### config.mk
export PLATFORM = sky130hd
export DESIGN_NAME = freq_period_meter
export DESIGN_NICKNAME = d
export VERILOG_FILES = /design/src/rtl/freq_meas_pkg.sv /design/src/rtl/sync_edge_det.sv /design/src/rtl/freq_period_meter.sv
export SDC_FILE = /design/constraint.sdc
export NUM_CORES = 1
export LEC_CHECK = 0
export CAP_MARGIN = 15
export CELL_PAD_IN_SITES_DETAIL_PLACEMENT = 0
export CELL_PAD_IN_SITES_GLOBAL_PLACEMENT = 1
export CORE_ASPECT_RATIO = 0.7
export CORE_MARGIN = 2
export CORE_UTILIZATION = 43
export CTS_BUF_LIST = sky130_fd_sc_hd__clkbuf_16
export DETAILED_ROUTE_END_ITERATION = 16
export PLACE_DENSITY = 0.86
export SLEW_MARGIN = 20
export SYNTH_ARGS = -nofsm -noshare
export SYNTH_HDL_FRONTEND = slang
export SYNTH_HIERARCHICAL = 1
export SYNTH_SLANG_ARGS = --single-unit
### constraint.sdc
create_clock -name clock -period 2.9 [get_ports clock]
set_clock_uncertainty 0.05 [all_clocks]
set_input_delay 0.29 -clock clock [delete_from_list [all_inputs] [get_ports clock]]
set_output_delay 0.29 -clock clock [all_outputs]
set_load 0.02 [all_outputs]
### src/rtl/freq_meas_pkg.sv
// Shared types and constants for the pulse-train period/high-time meter.
package freq_meas_pkg;

    localparam int CNT_W_DEF = 24;
    localparam logic [CNT_W_DEF-1:0] CNT_MAX = '1;

    typedef enum logic [1:0] {
        IDLE    = 2'd0,
        ARM     = 2'd1,
        MEASURE = 2'd2
    } meas_state_e;

endpackage

### src/rtl/sync_edge_det.sv
// Multi-flop synchronizer for an asynchronous level plus rise/fall detection.
module sync_edge_det #(
    parameter int SYNC_STAGES = 2
) (
    input  logic clock,
    input  logic reset,
    input  logic sig_in,
    output logic sync,
    output logic rise,
    output logic fall
);

    logic [SYNC_STAGES-1:0] sync_ff;
    logic                   dly;

    always_ff @(posedge clock) begin
        if (reset) begin
            sync_ff <= '0;
            dly     <= 1'b0;
        end else begin
            sync_ff <= {sync_ff[SYNC_STAGES-2:0], sig_in};
            dly     <= sync_ff[SYNC_STAGES-1];
        end
    end

    assign sync = sync_ff[SYNC_STAGES-1];
    assign rise = sync & ~dly;
    assign fall = ~sync & dly;

endmodule

### src/rtl/freq_period_meter.sv
// Measures period and high time of a slow pulse train in clock cycles and
// flags lock once consecutive periods agree.
//
// state   | meaning
// IDLE    | disabled, counters held at zero
// ARM     | waiting for the first rising edge of a fresh measurement
// MEASURE | counting a period; each rising edge reports and restarts
module freq_period_meter
    import freq_meas_pkg::*;
#(
    parameter int CNT_W       = CNT_W_DEF,
    parameter int SYNC_STAGES = 2,
    parameter int LOCK_COUNT  = 2
) (
    input  logic             clock,
    input  logic             reset,
    input  logic             enable,
    input  logic             sig_in,
    output logic [CNT_W-1:0] period,
    output logic [CNT_W-1:0] high_time,
    output logic             meas_valid,
    output logic             timeout,
    output logic             locked
);

    localparam logic [CNT_W-1:0] CNT_TOP   = '1;
    localparam int               MATCH_W   = $clog2(LOCK_COUNT);
    localparam logic [MATCH_W-1:0] MATCH_TOP = MATCH_W'(LOCK_COUNT - 1);

    meas_state_e        state, state_nxt;
    logic [CNT_W-1:0]   cnt, hcnt, hold_high;
    logic               fall_seen;
    logic [MATCH_W-1:0] match_cnt, match_nxt;
    logic               prev_valid, period_match;
    logic               start, do_meas, do_to;
    logic               sync, rise, fall;

    sync_edge_det #(.SYNC_STAGES(SYNC_STAGES)) u_sync (
        .clock (clock),
        .reset (reset),
        .sig_in(sig_in),
        .sync  (sync),
        .rise  (rise),
        .fall  (fall)
    );

    always_comb begin
        state_nxt = state;
        start     = 1'b0;
        do_meas   = 1'b0;
        do_to     = 1'b0;
        case (state)
            IDLE: begin
                if (enable) state_nxt = ARM;
            end
            ARM: begin
                if (!enable) begin
                    state_nxt = IDLE;
                end else if (rise) begin
                    start     = 1'b1;
                    state_nxt = MEASURE;
                end else if (cnt == CNT_TOP) begin
                    do_to = 1'b1;
                end
            end
            MEASURE: begin
                // a rise in the same cycle as the terminal count still counts
                if (!enable) begin
                    state_nxt = IDLE;
                end else if (rise) begin
                    do_meas = 1'b1;
                end else if (cnt == CNT_TOP) begin
                    do_to     = 1'b1;
                    state_nxt = ARM;
                end
            end
            default: state_nxt = IDLE;
        endcase
    end

    always_comb begin
        period_match = prev_valid && (cnt == period);
        match_nxt    = '0;
        if (period_match) begin
            match_nxt = (match_cnt == MATCH_TOP) ? match_cnt : match_cnt + MATCH_W'(1);
        end
    end

    always_ff @(posedge clock) begin
        if (reset) begin
            state      <= IDLE;
            cnt        <= '0;
            hcnt       <= '0;
            hold_high  <= '0;
            fall_seen  <= 1'b0;
            match_cnt  <= '0;
            prev_valid <= 1'b0;
            period     <= '0;
            high_time  <= '0;
            meas_valid <= 1'b0;
            timeout    <= 1'b0;
            locked     <= 1'b0;
        end else begin
            state      <= state_nxt;
            meas_valid <= do_meas;
            timeout    <= do_to;
            if (!enable || state == IDLE) begin
                cnt       <= '0;
                hcnt      <= '0;
                fall_seen <= 1'b0;
                if (!enable) begin
                    locked     <= 1'b0;
                    match_cnt  <= '0;
                    prev_valid <= 1'b0;
                end
            end else if (start || do_meas) begin
                cnt       <= CNT_W'(1);
                hcnt      <= CNT_W'(1);
                fall_seen <= 1'b0;
                if (do_meas) begin
                    period     <= cnt;
                    high_time  <= hold_high;
                    prev_valid <= 1'b1;
                    match_cnt  <= match_nxt;
                    locked     <= (match_nxt == MATCH_TOP);
                end
            end else if (do_to) begin
                cnt        <= '0;
                hcnt       <= '0;
                fall_seen  <= 1'b0;
                locked     <= 1'b0;
                match_cnt  <= '0;
                prev_valid <= 1'b0;
            end else begin
                cnt <= (cnt == CNT_TOP) ? cnt : cnt + CNT_W'(1);
                if (state == MEASURE) begin
                    if (sync && !fall_seen && hcnt != CNT_TOP) hcnt <= hcnt + CNT_W'(1);
                    if (fall && !fall_seen) begin
                        hold_high <= hcnt;
                        fall_seen <= 1'b1;
                    end
                end
            end
        end
    end

endmodule

==> summary.md <==
| Metric | Value |
|---|---|
| Worst-path cell chain | `ha_1, nand3_1, nor4_2, a21oi_1, and3_1, buf_4, mux2i_1` |
| Io pins | `55` |
| Vias per std cell | `5.24` |
| Area growth syn-to-layout | `21.1%` |
| Post-Place Cell Area | `6610 sq um` |
| EDFF count, synth | `0` |
| Achievable Freq | `0.399 GHz` |
| Largest net degree at the start of global routing | `63` |
| Crit path required time | `3130 ps` |
| First-pass GRT wire length | `24,100 microns` |
| Final min period | `2500 ps` |
| Setup Slack @ Placement | `463 ps` |
| Die area | `14,700 sq um` |
| Overall routed net length | `14,300 microns` |
| Routed vias | `4,916` |
| Fin. Hold Viols | `0` |
| Synth warn | `6` |
| Non-Filler Instances | `939` |
| Syn Nets | `711` |
| Initial drt markers | `370` |
| CTS buffer count | `17` |
| Total grt overflow | `0` |
| Root buf cell | `clkbuf_16` |
| Maximum vdd ir drop | `0.000573 V` |
| CP max stage cell | `nor4_2` |
| Crit end category | `flop` |
| Gate Count Post-Synth | `701` |
| Clock Sinks | `130` |
| Inst Count DP | `907` |
| Final Cycle Share | `0.864` |
| # setup viols final | `0` |
| Layout cells sized above 1 | `0.0637` |
| I/O Buffers | `54` |
| Routability Congestion | `0.863` |
| Cell Rows | `35` |
| Synth cell types | `49` |
| Fraction of registers with async set/reset | `0` |
| Worst Path Max Fanout | `24` |
| Register area share after synthesis | `0.440` |
| Clock Latency Late Sink | `410 ps` |
| First drt pass iteration count | `7` |
| Synth Cell Area | `5910 sq um` |
| Worst-Margin Slew | `757 ps` |
| Outcome | `completed` |
| Routed Antenna Nets | `0` |
| Critical path class | `flop to flop` |
| Max-slew violation count | `0` |
| Hold buffers post-CTS | `0` |
| Die Width | `144 microns` |
| Final setup margin | `395 ps` |
| Cell area after layout | `7160 sq um` |
| Clock Pin Slew Worst Setup and Hold Paths | `60 ps` |
| TNS Setup | `0 ps` |
| Vias in the first global route | `4,654` |
| Max Buffers Root-to-Sink | `2` |
| Number of max-cap violations | `0` |
| Critical path data arrival time | `2730 ps` |
| Static leakage | `2.21 nW` |
| Cell area power density | `551 nW/um^2` |
| Worst path max stage delay | `490 ps` |
| H-tree depth | `4` |
| Commonest non-fill, non-tap cell in the layout | `dfxtp_1` |
| CTS tree | `built` |
| Initial Util | `0.444` |
| Post-CTS Setup Inserts | `0` |
| Commonest cells after routing, fill and taps aside | `dfxtp_1 (130), nand2_1 (124), a21oi_1 (73), clkdlybuf4s50_1 (53), nand2b_1 (48)` |
| RSZ-0062 raised after global routing | `false` |
| Max-slew headroom | `0.496` |
| DP Wirelength | `9700 microns` |
| Pwr Total | `3.95 mW` |
| Syn avg cell area | `8.43 sq um` |
| Post-synth top flop | `dfxtp_1` |
| Startpoint types | `flop` |
| Die span in y | `102 microns` |
| # diodes | `0` |
| Core area | `13,300 sq um` |
| PostCTS Resize Cnt | `0` |
| Layout Nets | `751` |
| Synth Register Bits | `130` |
| Hold crit path type | `input pin to flop` |
| Post-DR wirelength/cell | `15.2 microns` |
| DR DRC count | `0` |
| Antenna violations before repair | `0` |
| GRT Util Overall | `0.209` |
layout make-up:
type	instances	area, sq um
multi-input cells	517	3100
clock inverters	15	128
fillers	1268	6150
clock buffers	17	425
flip-flops and latches	130	2600
inverters	8	30.0
well taps	185	231
repair buffers	67	646
cells by family (layout without fill, tap and decap cells):
| kind of cell | Yosys count | in the layout | synth area share |
|---|---|---|---|
| flip-flops | 130 | 130 | 0.440 |
| XOR/XNOR | 55 | 55 | 0.0815 |
| adder cells (fa/ha/maj) | 6 | 6 | 0.0127 |
| buffers and inverters | 54 | 107 | 0.0389 |
| multiplexers | 25 | 25 | 0.0423 |
| AO/OA/AOI/OAI | 112 | 112 | 0.110 |
| AND/OR/NAND/NOR | 319 | 319 | 0.274 |
path summary, 6_finish.rpt:
path                                            startpoint                           end  slack [ps]  depth (start not counted)
worst max-delay path                   cnt[0]$_SDFFE_PP0P_    hold_high[11]$_SDFFE_PP0P_         400                          7
worst max register to register         cnt[0]$_SDFFE_PP0P_    hold_high[11]$_SDFFE_PP0P_         400                          7
worst min-delay path                                sig_in  u_sync/sync_ff[0]$_SDFF_PP0_         390                          2
worst min register to register  hold_high[20]$_SDFFE_PP0P_    high_time[20]$_SDFFE_PP0P_         400                          2
routing by layer:
metal  vias up  track usage  part of all wire
li1       2482            -                 -
met1      2292        0.321              0.52
met2       127        0.295              0.41
met3        15       0.0455             0.057
met4         0       0.0560             0.011
met5         -            0                 0
registers in the layout, summed over array words and instances, names as in the netlist:
name	cells
u_sync/dly	1
u_sync/sync_ff	2
prev_valid	1
fall_seen	1
match_cnt	1
timeout	1
hcnt	24
period	24
hold_high	24
meas_valid	1
high_time	24
state	2
cnt	24
stage by stage:
stage	hold slack, ps	utilization
final	386	0.538
after CTS	369	0.538
after global routing	389	0.538
after global placement	392	0.496
after floorplan	312	-
after detailed placement	393	0.496
critical path: cells and delay by family, from the launching register on:
kind                     cells  cell delay (ps)
multiplexers                 1              170
buffers and inverters        1              260
flip-flops                   1              440
adder cells (fa/ha/maj)      1              290
AO/OA/AOI/OAI                1              150
AND/OR/NAND/NOR              3             1000
power by group:
group          total [mW]  internal, mW  switching, mW
sequential           1.80          1.79        0.00788
clock                2.01          1.24          0.774
combinational       0.131        0.0446         0.0868
synth_stat cells (2+ instances only):
library cell | instances | area [sq um]
dfxtp_1 | 130 | 2600
nand2_1 | 124 | 465
a21oi_1 | 73 | 365
nand2b_1 | 49 | 307
xnor2_1 | 44 | 385
nor2_1 | 42 | 158
clkbuf_1 | 31 | 116
mux2i_1 | 25 | 250
nand4_1 | 21 | 131
nand3_1 | 18 | 90.1
xor2_1 | 11 | 96.3
buf_2 | 10 | 50.1
o21ai_0 | 10 | 50.1
nor3_1 | 9 | 45.0
a211oi_1 | 8 | 60.1
inv_1 | 8 | 30.0
nor4_1 | 8 | 50.1
and4_1 | 7 | 61.3
or3_1 | 7 | 43.8
a2111oi_0 | 6 | 52.6
and3_1 | 6 | 37.5
ha_1 | 6 | 75.1
nor2b_1 | 6 | 37.5
o41ai_1 | 4 | 35.0
nand4b_1 | 3 | 26.3
or4_1 | 3 | 22.5
a21boi_0 | 2 | 15.0
a21o_1 | 2 | 15.0
and2_1 | 2 | 12.5
buf_1 | 2 | 7.51
buf_4 | 2 | 15.0
nand3b_1 | 2 | 15.0
nor4b_1 | 2 | 17.5
o211ai_1 | 2 | 15.0
or4b_1 | 2 | 20.0
No activity file was read; power rests on OpenSTA's default activity.
